==> src/rtl/uart_tx_fifo_if.sv <==
// Bus between the UART register block / UART core and the transmit FIFO.
// The register block drives slave inputs, the FIFO drives slave outputs.
interface uart_tx_fifo_if #(
  parameter int ADDR_W = 4
);
  // push_i is a valid with no ready: the writer must check full_o beforehand,
  // because a push seen while full_o=1 (and no pop on that edge) is dropped and
  // sets overflow_o. tx_en_o is a one-cycle start strobe to the core; the core
  // answers with a one-cycle tx_done_i, and tx_data_o stays stable in between.
  logic              push_i;
  logic [7:0]        push_data_i;
  logic              flush_i;
  logic              ovf_clr_i;
  logic              tx_done_i;
  logic              full_o;
  logic              empty_o;
  logic [ADDR_W:0]   count_o;
  logic              overflow_o;
  logic              busy_o;
  logic [7:0]        tx_data_o;
  logic              tx_en_o;

  modport slave (
    input  push_i, push_data_i, flush_i, ovf_clr_i, tx_done_i,
    output full_o, empty_o, count_o, overflow_o, busy_o, tx_data_o, tx_en_o
  );

  modport master (
    output push_i, push_data_i, flush_i, ovf_clr_i, tx_done_i,
    input  full_o, empty_o, count_o, overflow_o, busy_o, tx_data_o, tx_en_o
  );
endinterface

==> src/rtl/uart_tx_fifo.sv <==
// Circular byte FIFO that launches one byte at a time into the UART core and
// advances on each tx_done pulse. busy_o is the FSM state (WAIT when high).
module uart_tx_fifo #(
  parameter int DEPTH  = 16,
  parameter int ADDR_W = 4
) (
  input  logic           clk_i,
  input  logic           rst_i,
  uart_tx_fifo_if.slave  bus
);
  localparam logic [0:0]      S_IDLE   = 1'b0;
  localparam logic [0:0]      S_WAIT   = 1'b1;
  localparam logic [ADDR_W:0] FULL_CNT = (ADDR_W + 1)'(DEPTH);

  logic [7:0]        mem_q [DEPTH];
  logic [ADDR_W-1:0] wr_ptr_q, wr_ptr_d;
  logic [ADDR_W-1:0] rd_ptr_q, rd_ptr_d;
  logic [ADDR_W:0]   count_q, count_d;
  logic [0:0]        state_q, state_d;
  logic              overflow_q, overflow_d;
  logic [7:0]        tx_data_q, tx_data_d;
  logic              tx_en_q, tx_en_d;

  logic full, pop, push_ok, ovf_set;

  always_comb begin
    full    = (count_q == FULL_CNT);
    pop     = (state_q == S_IDLE) && (count_q != '0) && !bus.flush_i;
    // A pop on the same edge frees the slot, so a push at full is still taken.
    push_ok = bus.push_i && !bus.flush_i && (!full || pop);
    ovf_set = bus.push_i && !bus.flush_i && full && !pop;
  end

  always_comb begin
    wr_ptr_d   = wr_ptr_q;
    rd_ptr_d   = rd_ptr_q;
    count_d    = count_q;
    overflow_d = overflow_q;
    if (bus.flush_i) begin
      wr_ptr_d = '0;
      rd_ptr_d = '0;
      count_d  = '0;
    end else begin
      if (push_ok) wr_ptr_d = wr_ptr_q + ADDR_W'(1);
      if (pop)     rd_ptr_d = rd_ptr_q + ADDR_W'(1);
      if (push_ok && !pop)      count_d = count_q + (ADDR_W + 1)'(1);
      else if (pop && !push_ok) count_d = count_q - (ADDR_W + 1)'(1);
    end
    if (ovf_set)            overflow_d = 1'b1;
    else if (bus.ovf_clr_i) overflow_d = 1'b0;
  end

  // Flush never touches the in-flight byte: state and tx_data follow only pop/done.
  always_comb begin
    state_d   = state_q;
    tx_data_d = tx_data_q;
    tx_en_d   = 1'b0;
    case (state_q)
      S_IDLE: begin
        if (pop) begin
          tx_data_d = mem_q[rd_ptr_q];
          tx_en_d   = 1'b1;
          state_d   = S_WAIT;
        end
      end
      S_WAIT: begin
        if (bus.tx_done_i) state_d = S_IDLE;
      end
      default: state_d = S_IDLE;
    endcase
  end

  always_ff @(posedge clk_i or posedge rst_i) begin
    if (rst_i) begin
      wr_ptr_q   <= '0;
      rd_ptr_q   <= '0;
      count_q    <= '0;
      state_q    <= S_IDLE;
      overflow_q <= 1'b0;
      tx_data_q  <= 8'h00;
      tx_en_q    <= 1'b0;
    end else begin
      wr_ptr_q   <= wr_ptr_d;
      rd_ptr_q   <= rd_ptr_d;
      count_q    <= count_d;
      state_q    <= state_d;
      overflow_q <= overflow_d;
      tx_data_q  <= tx_data_d;
      tx_en_q    <= tx_en_d;
    end
  end

  always_ff @(posedge clk_i) begin
    if (push_ok) mem_q[wr_ptr_q] <= bus.push_data_i;
  end

  assign bus.full_o     = full;
  assign bus.empty_o    = (count_q == '0);
  assign bus.count_o    = count_q;
  assign bus.overflow_o = overflow_q;
  assign bus.busy_o     = (state_q == S_WAIT);
  assign bus.tx_data_o  = tx_data_q;
  assign bus.tx_en_o    = tx_en_q;
endmodule

==> src/flat_wrapper.sv <==
// flat-port wrapper written by rule: the top's interface ports become plain ports
module uart_tx_fifo_flat 
#(
  parameter int DEPTH  = 16,
  parameter int ADDR_W = 4
)
  (clk_i, rst_i, bus_push_i, bus_push_data_i, bus_flush_i, bus_ovf_clr_i, bus_tx_done_i, bus_full_o, bus_empty_o, bus_count_o, bus_overflow_o, bus_busy_o, bus_tx_data_o, bus_tx_en_o);
  uart_tx_fifo_if #(.ADDR_W(ADDR_W)) bus_i ();
  input  logic clk_i;
  input  logic rst_i;
  input wire logic [$bits(bus_i.push_i)-1:0] bus_push_i;
  input wire logic [$bits(bus_i.push_data_i)-1:0] bus_push_data_i;
  input wire logic [$bits(bus_i.flush_i)-1:0] bus_flush_i;
  input wire logic [$bits(bus_i.ovf_clr_i)-1:0] bus_ovf_clr_i;
  input wire logic [$bits(bus_i.tx_done_i)-1:0] bus_tx_done_i;
  output wire logic [$bits(bus_i.full_o)-1:0] bus_full_o;
  output wire logic [$bits(bus_i.empty_o)-1:0] bus_empty_o;
  output wire logic [$bits(bus_i.count_o)-1:0] bus_count_o;
  output wire logic [$bits(bus_i.overflow_o)-1:0] bus_overflow_o;
  output wire logic [$bits(bus_i.busy_o)-1:0] bus_busy_o;
  output wire logic [$bits(bus_i.tx_data_o)-1:0] bus_tx_data_o;
  output wire logic [$bits(bus_i.tx_en_o)-1:0] bus_tx_en_o;
  assign bus_i.push_i = bus_push_i;
  assign bus_i.push_data_i = bus_push_data_i;
  assign bus_i.flush_i = bus_flush_i;
  assign bus_i.ovf_clr_i = bus_ovf_clr_i;
  assign bus_i.tx_done_i = bus_tx_done_i;
  assign bus_full_o = bus_i.full_o;
  assign bus_empty_o = bus_i.empty_o;
  assign bus_count_o = bus_i.count_o;
  assign bus_overflow_o = bus_i.overflow_o;
  assign bus_busy_o = bus_i.busy_o;
  assign bus_tx_data_o = bus_i.tx_data_o;
  assign bus_tx_en_o = bus_i.tx_en_o;
  uart_tx_fifo #(.DEPTH(DEPTH), .ADDR_W(ADDR_W)) u_core (.clk_i(clk_i), .rst_i(rst_i), .bus(bus_i));
endmodule
==> config.mk <==
export PLATFORM = sky130hd
export DESIGN_NAME = uart_tx_fifo_flat
export DESIGN_NICKNAME = d
export VERILOG_FILES = /design/src/rtl/uart_tx_fifo_if.sv /design/src/rtl/uart_tx_fifo.sv /design/src/flat_wrapper.sv
export SDC_FILE = /design/constraint.sdc
export NUM_CORES = 1
export LEC_CHECK = 0
export BUFFER_PORTS_ARGS = -buffer_cell sky130_fd_sc_hd__buf_4
export CORE_MARGIN = 3
export CORE_UTILIZATION = 40
export DETAILED_ROUTE_END_ITERATION = 7
export GPL_TIMING_DRIVEN = 1
export PLACE_DENSITY = 0.59
export SLEW_MARGIN = 15
export SYNTH_ARGS = -nofsm -noshare
export SYNTH_HDL_FRONTEND = slang
export SYNTH_SLANG_ARGS = --single-unit
==> constraint.sdc <==
create_clock -name clk_i -period 3.37 [get_ports clk_i]
set_input_delay 0.5055 -clock clk_i [delete_from_list [all_inputs] [get_ports clk_i]]
set_output_delay 0.5055 -clock clk_i [all_outputs]
set_load 0.01 [all_outputs]
# Word-level counts from Yosys, hierarchy flattened
# Memories as Yosys holds them, arrays and structs flattened. A register that Yosys moved wholly into a read port is not among the register bits.
# Index checks and enable logic that the tools add are counted.
word_totals:
  latch_bits: 0
  ram_bits: 128
  inputBits: 14
  output_inout_bits: 18
  romBits: 0
  mem_count: 1
  reg_bits: 16
  word_cells: 48
memory_table:
  columns: ["name", "words", "word_bits", "rd", "rd_clocked_by_memory_dff", "wr", "line", "source"]
  rows:
  - ["u_core.mem_q", 16, 8, 1, 1, 1, "uart_tx_fifo.sv:15", "logic [7:0] mem_q [DEPTH];"]
op_classes:
  n_shift: 0
  n_mul: 0
  muxes: 15
  order_cmp: 0
  div: 0
  bitwise: 1
  n_reduce_logical: 20
  add_sub_neg: 4
  n_eq_ne: 1
ops:
  columns: ["operator", "count"]
  rows:
  - ["two-way mux 4 bit", 4]
  - ["two-way mux 5 bit", 3]
  - ["adder 4 x 1 -> 4 bit, second input constant", 2]
  - ["logical AND 1 bit", 8]
  - ["two-way mux 1 bit", 7]
  - ["nonzero test 2 bit", 3]
  - ["adder 5 x 1 -> 5 bit, second input constant", 1]
  - ["equality test 5 bit, second input constant", 1]
  - ["logical NOT 5 bit", 1]
  - ["nonzero test 5 bit", 1]
  - ["subtractor 5 x 1 -> 5 bit, second input constant", 1]
  - ["logical NOT 1 bit", 4]
  - ["nonzero test 3 bit", 1]
  - ["case mux 1 bit (2 select lines)", 1]
  - ["AND reduction 2 bit", 1]
  - ["logical OR 1 bit", 1]
  - ["inverter 1 bit", 1]

# Logic depth before layout (Yosys ltp)
# Gate-level depths: netlist (run 1).
depth:
  ltp_word: 10
  depth_mapped: 10
  depth_no_buf: 8

# Least setup slack after synthesis (run 1)
# No wires, ideal clock.
synth_timing:
  path_type: "reg2reg"
  start: "register u_core.count_q[0], in the netlist u_core.bus.count_o[0]"
  end: "register u_core.count_q[3], in the netlist u_core.bus.count_o[3]"
  t_arrival_ns: 2.579
  path_buffers: 2
  required_time_ns: 3.242
  setup_time_ns: 0.128
  path_stages_with_launch: 11
  slack_ns: 0.664
  path_cell_list: "dfrtp_1 > or4_1 > buf_6 > o21ai_2 > buf_2 > nand2_1 > ha_1 > a21oi_1 > a21o_1 > a21oi_1 > mux2_1"
synth_via:
  elab_chain_len: 8
synth_lines:
  columns: ["item", "line", "source"]
  rows:
  - ["start: declaration", "uart_tx_fifo.sv:18", "logic [ADDR_W:0] count_q, count_d;"]
  - ["start signal: assignment", "uart_tx_fifo.sv:85", "count_q <= count_d;"]
  - ["branches (longest 8 deep; another with subtractor 5 x 1 -> 5 bit)", null, null]
# Several ways; the timed one is not identified. The select of a mux whose other input is x is not followed.
# A chain may end at the register's enable or synchronous reset.

# Worst setup path after layout (run 1)
layout_timing:
  start: "register u_core.count_q[0], in the netlist u_core.bus.count_o[0]"
  end: "register u_core.count_q[4], in the netlist u_core.bus.count_o[4]"
# Same word-level chain as after synthesis.

==> results.txt, run 1 <==
----------------------------------------------------
[Yosys]
  Most frequent cell after synthesis ... sky130_fd_sc_hd__edfxtp_1
  Library cell with the largest summed area after synthesis ... sky130_fd_sc_hd__edfxtp_1
  Fraction of the mapped netlist area in simple logic gates ... 0.0545
  Average cell area after synthesis ... 18.5 um^2
  Number of library cell types mapped by synthesis ... 42
  Cell area after technology mapping ... roughly 6300 um^2
  Number of nets in the synthesized netlist ... between 300 and 400
  Main flop type after synthesis ... sky130_fd_sc_hd__edfxtp_1
  Post-synth top cells ... sky130_fd_sc_hd__edfxtp_1, sky130_fd_sc_hd__mux4_2, sky130_fd_sc_hd__dfrtp_1
  Adder and majority gate portion of the synthesized area ... 0.0210
  Parity-gate share of the synthesized area counting xor and xnor cells ... 0.0111
  Area share of the leading cell type in the synthesized netlist ... 0.609
  Number of enable-type register cells in the synthesized netlist ... 128
  Number of instances in the synthesized netlist ... 341
  Compound-gate portion of the synthesized area ... 0.0442
  Number of flip-flops and latches in the synthesized netlist ... 152
  Sequential element share of the synthesized area ... 0.704
  Synthesis warning total ... 0
  Combinational family with the most area after synthesis ... multiplexers
  Top post-synthesis cells by area ... sky130_fd_sc_hd__edfxtp_1, sky130_fd_sc_hd__mux4_2, sky130_fd_sc_hd__dfrtp_1
  Async set-reset flop share out of synthesis ... 0.158
  Multiplexer share of the synthesized area ... 0.147

[Timing]
  Final hold violation count ... 0
  Final setup skew ... between 0.01 and 0.015 ns
  Post-layout minimum cycle time ... 2.83 ns
  Share of the cycle needed by the critical path after routing ... 0.838
  Peak Freq ... 354 MHz
  Count of final setup violators ... 0
  Relative slew slack ... 0.334
  Slew Limit Fails ... 0
  Setup tns final ... 0 ns
  Unrepaired setup endpoints after global routing ... no
  Pin slew with the least headroom to its limit ... 0.997 ns

[Setup path]
  Number of cells on the worst reg-to-reg path ... 8
  CP delay by family, top ... simple AND/OR/NAND/NOR gates
  Critical path capture point type ... register
  Highest net fanout along the worst path ... 7
  Buf+Inv Stages, Crit Path ... 0
  Crit path required time ... 3.71 ns
  Classification of the worst setup path ... register to register
  Category of the worst setup path launch point ... register
  Cell breakdown of the critical path ... nor4_2 -> a31oi_1 -> nand2_1 -> ha_1 -> a21oi_1 -> nand4b_1 -> a21o_1 -> a31oi_1
  Maximum cell stage delay along the critical path ... 0.67 ns
  Crit-path slowest cell ... sky130_fd_sc_hd__nor4_2
  Crit Reg-Reg Endpoint ... u_core.bus.count_o[4]$_DFFE_PP0P_
  Dominant cell type by count on the critical path ... sky130_fd_sc_hd__a31oi_1
  Data arrival time at the worst-slack endpoint ... 3.16 ns
  Worst R2R Setup Slack ... 0.54 ns
  FF-to-FF Start ... u_core.bus.count_o[0]$_DFFE_PP0P_

[Clock tree]
  Worst skew pair latency ... 0.42 ns
  Largest buffer count on any clock path ... 2
  Hold_buf cts ... 0
  Post-cts repair resize count ... 0
  CTS root buf ... sky130_fd_sc_hd__clkbuf_16
  Post-CTS setup buffer count ... 0
  TritonCTS clock tree ... built
  Clock edge transition at the registers on the reported setup and hold paths ... 0.06 ns
  H-tree depth ... 4
  Total CTS buffers ... 17
  Clock tree sinks ... 152

[Global route]
  Total GRT Usage ... 0.151
  Number of global-route vias before repair ... between 3000 and 4000
  Initial antenna violation count ... 0
  First-pass GRT wire length ... 19400 um
  Total overflow reported by the global router ... 0
  Largest net degree at the start of global routing ... 34

[Finish]
  Inserted Diodes ... 0
  Area Growth Syn to Fin ... 16.3%
  Filler Cells Inserted ... ~1300
  Share of cells above drive strength 1 ... 0.297
  Number of nets in the finished design ... 403

[Die]
  Number of top-level pins ... 32
  Horizontal extent of the die ... around 130 um
  Area of the die ... between 15000 and 20000 um^2
  Starting Density ... 0.412
  Count of standard-cell rows ... 45
  Height of the chip ... 132 um
  CORE AREA ... 15300 um^2

[Placed design]
  GPL Wtd Cong ... 0.764
  I/O Buffers ... 31
  HPWL reported at the end of detailed placement ... 7740 um

[Min path]
  Hold Path Origin ... bus_tx_done_i
  Cells on Worst Hold Path ... 2
  Hold/Removal Path Class ... input port to register
  Worst min-delay path endpoint ... u_core.bus.busy_o$_DFF_PP0_

[Drt]
  Routed wire per std cell ... 20.5 um
  Remaining antenna violation count ... 0
  Drt pass-1 iters ... 4
  Via/cell ratio ... around 5.2
  Number of design-rule violations left by the first detailed-router iteration ... 171
  Overall routed net length ... 12300 um
  Total via count after detailed routing ... 3130
  DRC violation count after routing ... 0

[Outcome]
  Result of the run ... finished, final reports clean

[Power]
  Overall power after layout ... approximately 5200 uW
  Worst IR Drop VDD ... between 300 and 400 uV
  Cell Pwr Density ... 715 nW/um^2
  Static power due to leakage ... about 0.0024 uW

[Run]
  Max-cap violations ... 0

----------------------------------------------------
how the worst max path moves through the flow:
stage                                       from                                end  slack, ns  cells past startpoint
2_1_floorplan  u_core.bus.count_o[0]$_DFFE_PP0P_  u_core.bus.count_o[3]$_DFFE_PP0P_       0.66                     10
3_3_place_gp   u_core.bus.count_o[0]$_DFFE_PP0P_  u_core.bus.count_o[3]$_DFFE_PP0P_       0.68                      8
3_5_place_dp   u_core.bus.count_o[0]$_DFFE_PP0P_  u_core.bus.count_o[4]$_DFFE_PP0P_       0.60                      8
4_1_cts        u_core.bus.count_o[0]$_DFFE_PP0P_  u_core.bus.count_o[4]$_DFFE_PP0P_       0.57                      8
5_1_grt        u_core.bus.count_o[0]$_DFFE_PP0P_  u_core.bus.count_o[4]$_DFFE_PP0P_       0.26                      8
6_report       u_core.bus.count_o[0]$_DFFE_PP0P_  u_core.bus.count_o[4]$_DFFE_PP0P_       0.54                      8
power breakdown:
part	internal, uW	switching, uW
Sequential	2150	169
Combinational	546	525
Clock	1090	768
Total	3780	1460
metrics by stage:
step	utilization	hold slack [ns]	cells	instance area [um^2]	worst slack, ns
after global routing	0.479	0.272	602	7340	0.264
after detailed placement	0.442	0.499	571	6770	0.597
after floorplan	-	0.520	341	6310	0.664
final	0.479	0.266	602	7340	0.544
after CTS	0.479	0.243	602	7340	0.574
after global placement	0.442	0.492	571	6770	0.676
final cells by class:
cell class	instances	area [um^2]	share of cell area
clock buffers	17	425	0.0579
clock inverters	14	151	0.0206
inverters	7	26.3	0.00358
multi-input cells	164	1750	0.239
flip-flops and latches	152	4450	0.605
well taps	211	264	0.0360
repair buffers	37	278	0.0378
layer usage:
layer	vias to the layer above	share of wire	track usage	routed length, um
met5	-	0	0	0
met3	12	0.040	0.0413	492
met1	1624	0.45	0.200	5540
met4	0	0.013	0.0473	154
li1	1425	-	-	-
met2	69	0.50	0.244	6130
placed cells by master, fill, tap and decap left out, types with 2 or more instances in the layout:
cell type	n
sky130_fd_sc_hd__inv_8	2
sky130_fd_sc_hd__mux2_1	4
sky130_fd_sc_hd__mux4_2	32
sky130_fd_sc_hd__nand3_1	5
sky130_fd_sc_hd__nor2_1	11
sky130_fd_sc_hd__o21ai_0	2
sky130_fd_sc_hd__dfrtp_1	23
sky130_fd_sc_hd__inv_1	6
sky130_fd_sc_hd__buf_4	37
sky130_fd_sc_hd__xnor2_1	6
sky130_fd_sc_hd__and2_1	16
sky130_fd_sc_hd__nor3b_1	2
sky130_fd_sc_hd__a21o_1	3
sky130_fd_sc_hd__nor2b_1	2
sky130_fd_sc_hd__o21ai_2	2
sky130_fd_sc_hd__a31oi_1	3
sky130_fd_sc_hd__mux2i_1	16
sky130_fd_sc_hd__xor2_1	2
sky130_fd_sc_hd__o221ai_2	8
sky130_fd_sc_hd__bufinv_16	2
sky130_fd_sc_hd__nand2_1	16
sky130_fd_sc_hd__clkinv_1	2
sky130_fd_sc_hd__clkinv_4	2
sky130_fd_sc_hd__edfxtp_1	128
sky130_fd_sc_hd__a21oi_1	6
sky130_fd_sc_hd__clkinvlp_4	4
sky130_fd_sc_hd__clkbuf_16	17
sky130_fd_sc_hd__nand2b_1	2
sky130_fd_sc_hd__ha_1	9
sky130_fd_sc_hd__o211ai_1	3
logic make-up after synthesis:
logic type	count (synthesis)
compound gates	30
xor+xnor	8
fa+ha+maj	10
buf+inv	25
flops	152
mux	52
simple gates	64
state kept, by name, summed over array words and instances, names as in the netlist:
signal	cells
u_core.bus.count_o	5
u_core.wr_ptr_q	4
u_core.bus.overflow_o	1
u_core.bus.busy_o	1
u_core.bus.tx_data_o	8
u_core.bus.tx_en_o	1
u_core.mem_q	128
u_core.rd_ptr_q	4
(Power assumes the default switching activity.)
==> run 2, diff against run 1 <==
- clock period: 3.37 -> 2.8 ns (I/O delays scaled with it)
==> run 2 against run 1 <==
Compared with the run above: setup slack got worse by 0.27 ns; utilization up 0.40 points; routed wire length is 1.4% higher; maximum frequency up 12%; cell count up 0.66%; via count is 0.48% higher; critical path depth did not move; first-iteration DRC count rose by 21%; global-route usage rose by 0.31 points; flip-flop and latch count stayed put; clock power rose by 24%.
==> results.txt, run 2 (same netlist as run 1, synthesis figures left out) <==
----------------------------------------------------
[Clock tree]
  Post-cts repair resize count ... 0 (unchanged)
  Total CTS buffers ... 17 (unchanged)
  Hold_buf cts ... 0 (unchanged)
  Worst skew pair latency ... 0.42 ns (about the same)
  Largest buffer count on any clock path ... 2 (unchanged)
  CTS root buf ... sky130_fd_sc_hd__clkbuf_16
  Post-CTS setup buffer count ... 0 (unchanged)
  Clock edge transition at the registers on the reported setup and hold paths ... 0.06 ns (about the same)
  Clock tree sinks ... 152 (unchanged)
  H-tree depth ... 4 (unchanged)
  TritonCTS clock tree ... built

[Setup path]
  Cell breakdown of the critical path ... or4_1 -> o21ai_2 -> nand2_1 -> ha_1 -> a21oi_1 -> nand4b_1 -> a21o_1 -> a31oi_1
  Classification of the worst setup path ... register to register
  Crit-path slowest cell ... sky130_fd_sc_hd__or4_1
  Highest net fanout along the worst path ... 7 (unchanged)
  Data arrival time at the worst-slack endpoint ... 2.85 ns (-0.31 ns)
  Crit path required time ... 3.13 ns (-0.58 ns)
  Maximum cell stage delay along the critical path ... 0.59 ns (-0.08 ns)
  Critical path capture point type ... register
  Category of the worst setup path launch point ... register

[Placed design]
  I/O Buffers ... 31 (unchanged)
  GPL Wtd Cong ... 0.773 (+1.2%)
  Worst Setup Slack post-DPL ... 0.221 ns (-0.375 ns)
  Instance count after placement with tap cells included ... 575 (+0.70%)
  HPWL reported at the end of detailed placement ... 7990 um (+3.3%)

[Timing]
  Relative slew slack ... 0.487 (+0.153)
  Crit path setup slack, layout ... 0.273 ns (-0.271 ns)
  Post-layout minimum cycle time ... 2.53 ns (-0.299 ns)
  Final hold violation count ... 0 (unchanged)
  Count of final setup violators ... 0 (unchanged)
  Slew Limit Fails ... 0 (unchanged)
  Minimum hold slack ... 0.0655 ns (-0.200 ns)
  Pin slew with the least headroom to its limit ... 0.769 ns (-0.229 ns)
  Peak Freq ... 396 MHz (+12%)
  Share of the cycle needed by the critical path after routing ... 0.902 (+0.0640)
  Unrepaired setup endpoints after global routing ... no
  Final setup skew ... 0.00699 ns (-0.00473 ns)
  Setup tns final ... 0 ns (unchanged)

[Global route]
  First-pass GRT wire length ... 19800 um (+2.1%)
  Initial antenna violation count ... 0 (unchanged)
  Total GRT Usage ... 0.154 (+0.00307)
  Number of global-route vias before repair ... 3457 (+4.7%)
  Largest net degree at the start of global routing ... 25 (-26%)
  Total overflow reported by the global router ... 0 (unchanged)

[Die]
  Area of the die ... 17300 um^2 (unchanged)
  Count of standard-cell rows ... 45 (unchanged)
  Height of the chip ... 132 um (unchanged)
  Starting Density ... 0.412 (unchanged)
  Horizontal extent of the die ... 132 um (unchanged)
  Number of top-level pins ... 32 (unchanged)
  CORE AREA ... 15300 um^2 (unchanged)

[Outcome]
  Result of the run ... finished, final reports clean

[Finish]
  Area Growth Syn to Fin ... 17.3%
  Number of nets in the finished design ... 407 (+0.99%)
  Most used cells in the layout excluding fill and tap cells ... sky130_fd_sc_hd__edfxtp_1, sky130_fd_sc_hd__buf_4, sky130_fd_sc_hd__mux4_2, sky130_fd_sc_hd__dfrtp_1, sky130_fd_sc_hd__clkbuf_16
  Non-filler cells, final ... 606 (+0.66%)
  Most frequent standard cell in the layout excluding fill and tap cells ... sky130_fd_sc_hd__edfxtp_1
  Largest register FFs ... 128 (unchanged)
  Inserted Diodes ... 0 (unchanged)
  Largest reg by FF count ... u_core.mem_q
  Share of cells above drive strength 1 ... 0.306 (+0.00965)

[Power]
  Static power due to leakage ... 0.00249 uW (+1.6%)
  Worst IR Drop VDD ... 485 uV (+34%)
  Cell Pwr Density ... 867 nW/um^2 (+21%)

[Drt]
  Remaining antenna violation count ... 0 (unchanged)
  Met2 Wirelength ... 6350 um (+3.6%)
  Overall routed net length ... 12500 um (+1.4%)
  Via/cell ratio ... 5.19 (-0.18%)
  Top Layer Used ... met4
  DRC violation count after routing ... 0 (unchanged)
  Number of design-rule violations left by the first detailed-router iteration ... 207 (+21%)
  Routed wire per std cell ... 20.6 um (+0.72%)
  Detailed-routing wirelength on met1 ... 5440 um (-1.7%)
  Drt pass-1 iters ... 4 (unchanged)
  Total via count after detailed routing ... 3145 (+0.48%)
  Detailed-routed wire length on met3 ... 542 um (+10%)

[Min path]
  Hold/Removal Path Class ... input port to async pin

[Run]
  Max-cap violations ... 0 (unchanged)

----------------------------------------------------
run 2: cell count changes in the layout (fill, tap and decap cells not counted):
| cell | previous run | this run |
|---|---|---|
| sky130_fd_sc_hd__buf_4 | 37 | 40 |
| sky130_fd_sc_hd__clkinv_4 | 2 | 1 |
| sky130_fd_sc_hd__inv_6 | 1 | 4 |
| sky130_fd_sc_hd__buf_12 | 0 | 1 |
| sky130_fd_sc_hd__clkinv_1 | 2 | 1 |
| sky130_fd_sc_hd__clkinvlp_4 | 4 | 3 |
| sky130_fd_sc_hd__bufinv_16 | 2 | 3 |
| sky130_fd_sc_hd__clkinv_2 | 1 | 2 |
| sky130_fd_sc_hd__inv_8 | 2 | 0 |
run 2: power breakdown:
part,switching [uW],internal [uW]
Combinational,678,686
Sequential,162,2590
Clock,903,1400
run 2: layout make-up:
type / instances / area, um^2
Multi-Input combinational cell: 164 / 1750
Sequential cell: 152 / 4450
Clock buffer: 17 / 425
Timing Repair Buffer: 41 / 320
Inverter: 7 / 26.3
Fill cell: 1311 / 7910
Clock inverter: 14 / 170
Tap cell: 211 / 264
run 2: worst paths after layout:
kind	from	to	slack, ns	depth (start not counted)
worst max-delay path	u_core.bus.count_o[0]$_DFFE_PP0P_	u_core.bus.count_o[4]$_DFFE_PP0P_	0.27	8
max in group asynchronous	rst_i	u_core.rd_ptr_q[0]$_DFFE_PP0P_	2.46	3
worst max register to register	u_core.bus.count_o[0]$_DFFE_PP0P_	u_core.bus.count_o[4]$_DFFE_PP0P_	0.27	8
min in group clk_i	bus_tx_done_i	u_core.bus.busy_o$_DFF_PP0_	0.18	2
worst min register to register	u_core.bus.tx_data_o[6]$_DFFE_PP0P_	u_core.bus.tx_data_o[6]$_DFFE_PP0P_	0.51	2
worst min-delay path	rst_i	u_core.bus.tx_en_o$_DFF_PP0_	0.07	3
run 2: per-stage QoR:
step / util / area, um^2 / total power, uW
final: 0.483 / 7400 / 6420
after CTS: 0.483 / 7400 / 6510
after floorplan: - / 6310 / 3720
after detailed placement: 0.445 / 6810 / 4190
after global routing: 0.483 / 7400 / 6730
after global placement: 0.445 / 6810 / 4150
run 2: critical path, delay by kind of cell, from the launching register on:
family                     cells  cell delay [ns]
and+or+nand+nor                3             0.89
AOI/OAI and AO/OA              4             0.71
adders and majority gates      1             0.38
DFF                            1             0.46
run 2: routing by layer:
layer / global-route usage / up-vias
met3: 0.0379 / 11
li1: - / 1437
met4: 0.0490 / 0
met5: 0 / -
met1: 0.198 / 1641
met2: 0.258 / 56
==> run 3, diff against run 2 <==
- CELL_PAD_IN_SITES_DETAIL_PLACEMENT: unset -> 0
- CELL_PAD_IN_SITES_GLOBAL_PLACEMENT: unset -> 1
- PLACE_DENSITY: 0.59 -> 0.66
==> run 3 against run 2 <==
Compared with the run above: via count shrank 1.0%; first-iteration DRC count shrank 16%; routed wire length shrank 0.36%; clock power shrank 7%; critical path type unchanged; critical path depth is the same; setup slack gained 0.032 ns; highest routed layer unchanged.
==> results.txt, run 3 (same netlist as run 1, synthesis figures left out) <==
----------------------------------------------------
[Finish]
  Filler Cells Inserted ... 1350 (+3.0%)
  Area Growth Syn to Fin ... 16.5%
  Number of nets in the finished design ... 406 (-0.25%)
  Largest reg by FF count ... u_core.mem_q
  Largest register FFs ... 128 (unchanged)
  Most frequent standard cell in the layout excluding fill and tap cells ... sky130_fd_sc_hd__edfxtp_1
  Most used cells in the layout excluding fill and tap cells ... sky130_fd_sc_hd__edfxtp_1, sky130_fd_sc_hd__buf_4, sky130_fd_sc_hd__mux4_2, sky130_fd_sc_hd__dfrtp_1, sky130_fd_sc_hd__clkbuf_16
  Multi-input combinational cell area ... 1750 um^2 (unchanged)
  Share of cells above drive strength 1 ... 0.299 (-0.00684)
  Storage cell area ... 4450 um^2 (unchanged)
  Final non-filler cell area ... 7350 um^2 (-0.71%)
  Inserted Diodes ... 0 (unchanged)

[Timing]
  Relative slew slack ... 0.641 (+0.153)
  Post-layout minimum cycle time ... 2.50 ns (-0.0317 ns)
  Share of the cycle needed by the critical path after routing ... 0.891 (-0.0113)
  Count of final setup violators ... 0 (unchanged)
  Setup tns final ... 0 ns (unchanged)
  Slew Limit Fails ... 0 (unchanged)
  Peak Freq ... 401 MHz (+1.3%)
  Unrepaired setup endpoints after global routing ... no
  Final hold violation count ... 0 (unchanged)
  Final setup skew ... 0.00887 ns (+0.00188 ns)
  Pin slew with the least headroom to its limit ... 0.539 ns (-0.230 ns)

[Min path]
  Hold/Removal Path Class ... input port to async pin

[Drt]
  Via/cell ratio ... 5.15 (-0.85%)
  Number of design-rule violations left by the first detailed-router iteration ... 173 (-16%)
  Drt pass-1 iters ... 4 (unchanged)
  DRC violation count after routing ... 0 (unchanged)
  Overall routed net length ... 12400 um (-0.36%)
  Remaining antenna violation count ... 0 (unchanged)
  Routed wire per std cell ... 20.6 um (-0.20%)
  Total via count after detailed routing ... 3113 (-1.0%)

[Clock tree]
  Clock edge transition at the registers on the reported setup and hold paths ... 0.06 ns (about the same)
  Post-cts repair resize count ... 0 (unchanged)
  Worst skew pair latency ... 0.42 ns (about the same)
  CTS root buf ... sky130_fd_sc_hd__clkbuf_16
  TritonCTS clock tree ... built
  Post-CTS setup buffer count ... 0 (unchanged)
  Hold_buf cts ... 0 (unchanged)
  Largest buffer count on any clock path ... 2 (unchanged)
  H-tree depth ... 4 (unchanged)
  Total CTS buffers ... 17 (unchanged)
  Clock tree sinks ... 152 (unchanged)

[Die]
  Horizontal extent of the die ... 132 um (unchanged)
  Number of top-level pins ... 32 (unchanged)
  Height of the chip ... 132 um (unchanged)
  CORE AREA ... 15300 um^2 (unchanged)
  Area of the die ... 17300 um^2 (unchanged)
  Count of standard-cell rows ... 45 (unchanged)
  Starting Density ... 0.412 (unchanged)

[Setup path]
  Classification of the worst setup path ... register to register
  Crit Reg-Reg Endpoint ... u_core.bus.count_o[3]$_DFFE_PP0P_
  Crit path required time ... 3.10 ns (-0.03 ns)
  Crit path from ... u_core.bus.count_o[1]$_DFFE_PP0P_
  FF-to-FF Start ... u_core.bus.count_o[1]$_DFFE_PP0P_
  Highest net fanout along the worst path ... 6 (-1)
  Data arrival time at the worst-slack endpoint ... 2.80 ns (-0.05 ns)
  Number of cells on the worst reg-to-reg path ... 8 (unchanged)
  Worst R2R Setup Slack ... 0.30 ns (+0.03 ns)
  Category of the worst setup path launch point ... register
  Critical path capture point type ... register

[Global route]
  Total GRT Usage ... 0.154 (about the same)
  Initial antenna violation count ... 0 (unchanged)
  First-pass GRT wire length ... 19600 um (-1.1%)
  Number of global-route vias before repair ... 3262 (-5.6%)
  Total overflow reported by the global router ... 0 (unchanged)
  Largest net degree at the start of global routing ... 36 (+44%)

[Placed design]
  GPL Wtd Cong ... 0.732 (-5.3%)
  I/O Buffers ... 31 (unchanged)
  HPWL reported at the end of detailed placement ... 7680 um (-3.9%)
  Placed inst area ... 6800 um^2 (-0.11%)

[Power]
  Worst IR Drop VDD ... 560 uV (+15%)
  Cell Pwr Density ... 851 nW/um^2 (-1.9%)
  Static power due to leakage ... 0.00246 uW (-1.0%)

[Run]
  Max-cap violations ... 0 (unchanged)

[Outcome]
  Result of the run ... finished, final reports clean

----------------------------------------------------
run 3: changes by cell type in the layout (fill, tap and decap cells not counted), sizes merged:
cell,before,now
clkbuf,17,18
clkinvlp,3,2
clkinv,4,6
buf,41,40
bufinv,3,1
run 3: power by group:
part	internal [uW]	total [uW]	leakage [uW]	switching, uW
Clock	1230	2140	0.000264	916
Combinational	686	1380	0.000732	694
Sequential	2590	2730	0.00146	145
run 3: layout make-up:
| cell class | instances | area share |
|---|---|---|
| Multi-Input combinational cell | 164 | 0.238 |
| Inverter | 7 | 0.00357 |
| Sequential cell | 152 | 0.605 |
| Timing Repair Buffer | 40 | 0.0426 |
| Clock inverter | 13 | 0.0165 |
| Tap cell | 211 | 0.0359 |
| Clock buffer | 18 | 0.0584 |
run 3: worst max-delay path, stage by stage (launching register included):
cell                      delay, ns
sky130_fd_sc_hd__dfrtp_1       0.46
sky130_fd_sc_hd__or4_1         0.57
sky130_fd_sc_hd__o21ai_2       0.15
sky130_fd_sc_hd__nand2_1       0.17
sky130_fd_sc_hd__ha_1          0.35
sky130_fd_sc_hd__a21oi_1       0.20
sky130_fd_sc_hd__a21o_1        0.14
sky130_fd_sc_hd__a21oi_1       0.06
sky130_fd_sc_hd__mux2_1        0.28
run 3: how the worst max path moves through the flow:
stage	to	slack (ns)
finish	u_core.bus.count_o[3]$_DFFE_PP0P_	0.30
global route	u_core.bus.count_o[4]$_DFFE_PP0P_	0.1
CTS	u_core.bus.count_o[4]$_DFFE_PP0P_	0.29
detailed placement	u_core.bus.count_o[3]$_DFFE_PP0P_	0.31
global placement	u_core.bus.count_o[3]$_DFFE_PP0P_	0.40
floorplan	u_core.bus.count_o[3]$_DFFE_PP0P_	0.09
run 3: metal layers:
layer,track usage,vias to the layer above,share of wire
li1,-,1428,-
met1,0.202,1626,0.45
met2,0.251,47,0.51
met3,0.0398,12,0.033
met4,0.0525,0,0.010
met5,0,-,0
run 3: through the flow:
stage,std cells,total power [uW],util,hold WS (ns),setup WS (ns)
after floorplan,341,3720,-,0.435,0.0935
after global placement,574,4180,0.444,0.499,0.403
after detailed placement,574,4180,0.444,0.502,0.310
after CTS,605,6330,0.480,0.0576,0.286
after global routing,605,6570,0.480,0.0932,0.0982
final,605,6250,0.480,0.0653,0.305
